**src/rtl/sch_dec_pkg.sv**
```systemverilog
// Shared types and the decode function for the pipelined 2-to-4 decoder.
// Latency: none (types and a pure function only).
// Backpressure: not applicable.
package sch_dec_pkg;

    localparam int CODE_W = 2;
    localparam int LINES  = 4;

    typedef logic [CODE_W-1:0] code_t;
    typedef logic [LINES-1:0]  onehot_t;

    // One buffered decode: the decoded word is stored next to the inputs
    // that produced it so the round-trip echo and the counters see the
    // same entry the consumer sees.
    typedef struct packed {
        logic    en;
        code_t   code;
        onehot_t onehot;
    } entry_t;

    // Active-high one-hot decode; a disabled code yields an all-zero word.
    function automatic onehot_t dec2to4(input code_t code, input logic en);
        onehot_t word;
        word = '0;
        if (en) begin
            word[code] = 1'b1;
        end
        return word;
    endfunction

endpackage

```
**src/rtl/sch_fifo2.sv**
```systemverilog
// Generic 2-entry FIFO with registered full/empty flags.
// Latency: a write into an empty FIFO is readable the cycle after the write edge.
// Backpressure: wr_rdy = !full (registered, independent of rd_rdy); rd_vld = !empty.
//
// Ports: clk/rst (sync, active-high), wr_vld/wr_rdy/wr_dat write side,
//        rd_vld/rd_rdy/rd_dat read side (rd_dat is the head entry).
module sch_fifo2 #(
    parameter type T = sch_dec_pkg::entry_t
) (
    input  logic clk,
    input  logic rst,
    input  logic wr_vld,
    output logic wr_rdy,
    input  T     wr_dat,
    output logic rd_vld,
    input  logic rd_rdy,
    output T     rd_dat
);

    T     mem [2];
    logic wr_ptr;
    logic rd_ptr;
    logic full_q;
    logic empty_q;
    logic push;
    logic pop;

    assign push   = wr_vld & ~full_q;
    assign pop    = rd_rdy & ~empty_q;
    assign wr_rdy = ~full_q;
    assign rd_vld = ~empty_q;
    assign rd_dat = mem[rd_ptr];

    always_ff @(posedge clk) begin
        if (rst) begin
            wr_ptr  <= 1'b0;
            rd_ptr  <= 1'b0;
            full_q  <= 1'b0;
            empty_q <= 1'b1;
            mem[0]  <= '0;
            mem[1]  <= '0;
        end else begin
            if (push) begin
                mem[wr_ptr] <= wr_dat;
                wr_ptr      <= ~wr_ptr;
            end
            if (pop) begin
                rd_ptr <= ~rd_ptr;
            end
            // Push-and-pop together can only happen at occupancy 1, which
            // leaves both flags unchanged.
            case ({push, pop})
                2'b10: begin
                    empty_q <= 1'b0;
                    full_q  <= (~wr_ptr == rd_ptr);
                end
                2'b01: begin
                    full_q  <= 1'b0;
                    empty_q <= (~rd_ptr == wr_ptr);
                end
                default: begin
                end
            endcase
        end
    end

endmodule

```
**src/rtl/sch_2_to_4_dec_pipe.sv**
```systemverilog
// Registered, flow-controlled 2-to-4 one-hot decoder with per-line hit counters.
// Latency: 1 cycle from push into an empty buffer to out_valid; 1 word/cycle sustained.
// Backpressure: 2-entry buffer; in_ready is low whenever the buffer is full, regardless of out_ready.
//
// Ports: clk/rst (sync, active-high); in_valid/in_ready/in_code/in_en producer side;
//        out_valid/out_ready/out_onehot/out_code/out_en consumer side;
//        clr_cnt clears the counters; hit_cnt packs line k at [k*CNT_W +: CNT_W].
module sch_2_to_4_dec_pipe
    import sch_dec_pkg::*;
#(
    parameter int CNT_W       = 8,
    parameter bit OUT_ACT_LOW = 1'b0
) (
    input  logic                   clk,
    input  logic                   rst,
    input  logic                   in_valid,
    output logic                   in_ready,
    input  logic [CODE_W-1:0]      in_code,
    input  logic                   in_en,
    output logic                   out_valid,
    input  logic                   out_ready,
    output logic [LINES-1:0]       out_onehot,
    output logic [CODE_W-1:0]      out_code,
    output logic                   out_en,
    input  logic                   clr_cnt,
    output logic [LINES*CNT_W-1:0] hit_cnt
);

    entry_t           wr_entry;
    entry_t           head;
    entry_t           last_q;
    entry_t           shown;
    logic             head_vld;
    logic             pop;
    logic [CNT_W-1:0] cnt_q [LINES];

    // Decode happens once, at push time; the buffer stores the finished word.
    always_comb begin
        wr_entry        = '0;
        wr_entry.en     = in_en;
        wr_entry.code   = in_code;
        wr_entry.onehot = dec2to4(in_code, in_en);
    end

    sch_fifo2 #(
        .T (entry_t)
    ) u_buf (
        .clk    (clk),
        .rst    (rst),
        .wr_vld (in_valid),
        .wr_rdy (in_ready),
        .wr_dat (wr_entry),
        .rd_vld (head_vld),
        .rd_rdy (out_ready),
        .rd_dat (head)
    );

    assign out_valid = head_vld;
    assign pop       = head_vld & out_ready;

    // When the buffer drains, the stale FIFO slot may hold an older entry;
    // presenting the last popped entry instead keeps the outputs quiet.
    always_ff @(posedge clk) begin
        if (rst) begin
            last_q <= '0;
        end else if (pop) begin
            last_q <= head;
        end
    end

    assign shown      = head_vld ? head : last_q;
    assign out_onehot = OUT_ACT_LOW ? ~shown.onehot : shown.onehot;
    assign out_code   = shown.code;
    assign out_en     = shown.en;

    // Hit counters: clear has priority over a same-cycle increment, and
    // each line sticks at all-ones.
    always_ff @(posedge clk) begin
        if (rst || clr_cnt) begin
            for (int i = 0; i < LINES; i++) begin
                cnt_q[i] <= '0;
            end
        end else if (pop && head.en) begin
            for (int i = 0; i < LINES; i++) begin
                if (head.code == code_t'(i) && cnt_q[i] != {CNT_W{1'b1}}) begin
                    cnt_q[i] <= cnt_q[i] + CNT_W'(1);
                end
            end
        end
    end

    always_comb begin
        hit_cnt = '0;
        for (int i = 0; i < LINES; i++) begin
            hit_cnt[i*CNT_W +: CNT_W] = cnt_q[i];
        end
    end

endmodule
```
**config.mk**
```make
export PLATFORM = sky130hd
export DESIGN_NAME = sch_2_to_4_dec_pipe
export DESIGN_NICKNAME = d
export VERILOG_FILES = /design/src/rtl/sch_dec_pkg.sv /design/src/rtl/sch_fifo2.sv /design/src/rtl/sch_2_to_4_dec_pipe.sv
export SDC_FILE = /design/constraint.sdc
export NUM_CORES = 1
export LEC_CHECK = 0
export CAP_MARGIN = 20
export CELL_PAD_IN_SITES_DETAIL_PLACEMENT = 1
export CELL_PAD_IN_SITES_GLOBAL_PLACEMENT = 1
export CORE_ASPECT_RATIO = 1.1
export CORE_MARGIN = 10
export CORE_UTILIZATION = 45
export CTS_CLUSTER_SIZE = 16
export DETAILED_ROUTE_END_ITERATION = 6
export PLACE_DENSITY_LB_ADDON = 0.1
export SLEW_MARGIN = 20
export SYNTH_ARGS = -nofsm -noshare
export SYNTH_HDL_FRONTEND = slang
export SYNTH_SLANG_ARGS = --single-unit
```
**constraint.sdc**
```tcl
create_clock -name clk -period 3.4 [get_ports clk]
set_input_delay 0.51 -clock clk [delete_from_list [all_inputs] [get_ports clk]]
set_output_delay 0.51 -clock clk [all_outputs]
set_load 0.01 [all_outputs]
```
After elaboration in Yosys (flattened, before gate mapping):

Memories as Yosys holds them, arrays and structs flattened. A register that Yosys moved wholly into a read port is not among the register bits.
Index checks and enable logic that the tools add are counted.

* add/subtract/negate cells: 4
* $lt $le $gt $ge: 2
* equality and inequality tests: 11
* mux-type cells: 38
* bitwise operators: 10
* reductions and logical operators: 10

Operator list (count)
* $add A8 B1 Y8 const B: 4
* $mux W8: 4
* $ne A8 B8 Y1 const B: 4
* $mux W1: 28
* $mux W7: 2
* $reduce_or A7 Y1: 1
* $eq A2 B2 Y1 const B: 3
* $logic_and A1 B1 Y1: 6
* $eq A2 B1 Y1 const B: 2
* $mux W4: 1
* $not A1 Y1: 4
* $or A1 B1 Y1: 4
* $pmux W1 S2: 2
* $lt A2 B3 Y1 const B: 1
* $and A1 B1 Y1: 2
* $demux W1 S2: 1
* $eq A1 B1 Y1: 2
* $ge A2 B1 Y1 const B: 1
* $logic_not A2 Y1: 1
* $reduce_bool A2 Y1: 1
* $logic_or A1 B1 Y1: 1

* register bits: 11
* memory bits (writable): 46
* input bits: 8
* logic and storage cells: 84
* memories kept: 2

Memory list
* cnt_q: depth 4, width 8, rd ports 4, clocked after Yosys merged registers in 0, write ports 4, line sch_2_to_4_dec_pipe.sv:35 `logic [CNT_W-1:0] cnt_q [LINES];`
* u_buf.mem: depth 2, width 7, rd ports 1, clocked after Yosys merged registers in 1, write ports 2, line sch_fifo2.sv:20 `T mem [2];`

Depth between registers and ports, before layout:

* depth after elaboration: 7
* gate-level depth with buffers: 7
* depth with buffers taken out: 5

Cells and area by module:

A second synthesis with hierarchy kept.

* cells, all modules: 274
* area total of the unflattened synthesis: 2954.1 sq um

Modules (own cells, without submodules)
* sch_2_to_4_dec_pipe: instances 1, cells an instance 209, area an instance 2124.5 sq um, sequential area each 1101.1 sq um
* sch_fifo2: instances 1, cells an instance 65, area an instance 829.5 sq um, sequential area each 520.5 sq um

Least setup slack after synthesis:

No wires, ideal clock.

* path kind: input-to-reg
* start point: in out_ready
* end point: mem cnt_q[2][0] (enable)
* arrival: 1.742 ns
* data required time: 3.016 ns
* slack: 1.274 ns
* cell stages on the path: 5
* cell sequence: nor2b_1 > buf_2 > buf_2 > nand2_1 > o21ai_0

RTL lines
* from (decl): line sch_2_to_4_dec_pipe.sv:21 `input logic out_ready,`
* to (decl): line sch_2_to_4_dec_pipe.sv:35

==> results.toml <==
[yosys]
yosysWarnings = 0
yosys-top-cells-area = "edfxtp_1, dfxtp_1, mux2_2, nor3_1, a211oi_1"
netlist_area_sq_um = 2980
syn_area_per_cell_sq_um = 11.4
yosysSeqAreaShare = 0.544
synth_seq_cells = 58
synth-edff-count = 46
netlist_instances = 262
synth.top_cell.area_share = 0.463
synth_fp_nets = 275
synthDistinctLibCells = 45
yosys_most_used_dff = "edfxtp_1"
synth_most_common_cell = "edfxtp_1"
yosys-top-cells-count = "edfxtp_1, nor3_1, nor2_1"
synth_top_cell_by_area = "edfxtp_1"
async_flop_share = 0

[floorplanning]
die_h_um = 105
die_w_um = 97.6
core_sq_um = 6520
boundaryPins = 49
rows = 31
die_area_sq_um = 10300
start_util = 0.457

[timing]
timing.fmax_ghz = 0.362
final.min_clock_period_ns = 2.76
hold_viol_final = 0
worstMarginPinSlew_ns = 0.759
finalCritPeriodShare = 0.811
maxSlewViolCount = 0
fin_worst_skew_ns = 0.0114
fin_tns_setup_ns = 0
relSlewSlack = 0.493
setup_viol = 0
rsz0062_at_grt = "false"

[min_path]
min_path_type = "register to register"
hold_depth = 2

[setup_path]
cp_top_family = "flip-flops"
cpMaxStageDelayCell = "dfxtp_1"
worst_setup_path_end_kind = "output pin"
worstPathMaxFanout = 14
crit_path_cell_trace = "mux2_2, mux2_2, clkdlybuf4s50_1"
crit_type = "register to output pin"
arrival_ns = 2.25
cp_slowest_stage_delay_ns = 0.72
ff2ff_path_depth = 3
worst-path-buf-inv = 1
worst_path_most_repeated_cell = "mux2_2"
cp-start-kind = "register"
cp.depth = 3
required_ns = 2.89

[power_and_ir_drop]
clockPowerShare = 0.352
ir_drop_mv = 0.264
p_seq_frac = 0.501
combPwrFrac = 0.147
netSwitchingFraction = 0.254
leakage_uw = 0.00125
p_per_area_nw_per_um2 = 460
internal_power_uw = 1290
switchingPower_uw = 439

[clock_network]
cts_tree = "done"
postCtsSetupBuffers = 0
htreeDepth = 3
clk_path_buf_depth = 2
cts.clk_slew.worst_paths_ns = 0.06
root_buffer = "clkbuf_8"
cts_sinks = 58
clk-insertion-delay-late_ns = 0.33
cts_buffers = 9
cts_hold_buf = 0
cts_resized = 0

[final_layout]
stdcell_area_sq_um = 3750
drive_gt1_frac = 0.142
num-nets-final = 331
antenna-diode-count = 0
areaGrowthSynthToFinish_pct = 25.7

[route]
via_count = 2244
drt_iter0_drc = 62
postRouteAntennaNets = 0
wire_per_inst_um = 17.5
dr.pass1.iters = 4
drt_wl_total_um = 7090
via_per_inst = 5.54
drc = 0

[outcome]
status = "finished, final reports clean"

[grt]
antenna_found_initial = 0
first_global_vias = 2375
grt_max_degree = 18
gr-usage-all-layers = 0.137
grt_pass1_wl_um = 11700
overflow = 0

[run]
maxCapViolations = 0

[placed_design]
post-dp-hpwl_um = 5250
place_area_sq_um = 3550
gp_congestion = 0.774
port-buffer-count = 48
## power by group through the flow
stage	clock network [uW]	logic [uW]	registers, uW
3_5_place_dp	0	256	880
5_1_grt	647	278	871
2_1_floorplan	0	145	869
6_report	607	254	864
3_3_place_gp	0	250	876
4_1_cts	619	259	865
## area by class of cell
cell class,count,area (sq um)
Fill cell,723,2770
Clock inverter,2,10.0
Timing Repair Buffer,50,495
Clock buffer,14,184
Sequential cell,58,1620
Multi-Input combinational cell,187,1290
Tap cell,82,103
Inverter,12,45.0
## worst min-delay path: stages, from the launching register on
cell and delay (ns):
dfxtp_1 0.32, mux2i_1 0.06, nor2_1 0.07
## state kept, by name, summed over array words and instances (netlist names), named ones only
name	count
cnt_q	32
last_q	7
u_buf.empty_q	1
u_buf.full_q	1
u_buf.mem	14
u_buf.rd_ptr	1
u_buf.wr_ptr	1
## routing by layer
layer	GRT usage	up-vias	share of wire
li1	-	1094	-
met1	0.151	1107	0.42
met2	0.242	34	0.53
met3	0.0340	9	0.038
met4	0.0624	0	0.016
met5	0	-	0
## through the flow
step | power, uW | hold slack, ns | std cells | worst slack (ns) | utilization
after floorplan | 1010 | 0.456 | 262 | 1.27 | -
after global placement | 1130 | 0.470 | 389 | 0.523 | 0.545
after detailed placement | 1140 | 0.481 | 389 | 0.409 | 0.545
after CTS | 1740 | 0.496 | 405 | 0.605 | 0.575
after global routing | 1800 | 0.539 | 405 | 0.553 | 0.575
final | 1730 | 0.490 | 405 | 0.641 | 0.575
## logic make-up after synthesis
| family | after synthesis | synth area share |
|---|---|---|
| xor+xnor | 15 | 0.0441 |
| flops | 58 | 0.544 |
| simple gates | 107 | 0.194 |
| compound gates | 41 | 0.0995 |
| mux | 19 | 0.0743 |
| buf+inv | 17 | 0.0235 |
| fa+ha+maj | 5 | 0.0210 |
## worst paths after layout
check,from,to,slack (ns)
worst max register to register,register,cnt_q[0][3],1.07
worst min-delay path,last_q[2],last_q[2],0.49
worst max-delay path,register,out_code[1],0.64
worst min register to register,last_q[2],last_q[2],0.49
## cell usage in the layout, fill, tap and decap left out, drive strengths merged, types with 2 or more instances in the layout
| cell type | netlist | routed |
|---|---|---|
| clkdlybuf4s50 | 0 | 48 |
| edfxtp | 46 | 46 |
| nor3 | 22 | 22 |
| nor2 | 22 | 22 |
| nand3 | 18 | 18 |
| o21ai | 17 | 17 |
| a211oi | 14 | 14 |
| clkbuf | 2 | 14 |
| nand2 | 13 | 13 |
| mux2 | 12 | 12 |
| dfxtp | 12 | 12 |
| inv | 12 | 12 |
| or3 | 10 | 10 |
| xor2 | 9 | 9 |
| mux2i | 7 | 7 |
| xnor2 | 6 | 6 |
| ha | 5 | 5 |
| nand4 | 4 | 4 |
| and2 | 4 | 4 |
| nand2b | 3 | 3 |
| a21oi | 2 | 2 |
| and3b | 2 | 2 |
| o211ai | 2 | 2 |
| o31ai | 2 | 2 |
| or4 | 2 | 2 |
| clkinv | 0 | 2 |
| buf | 3 | 2 |
Note: power is estimated with default switching activity, not from simulation.
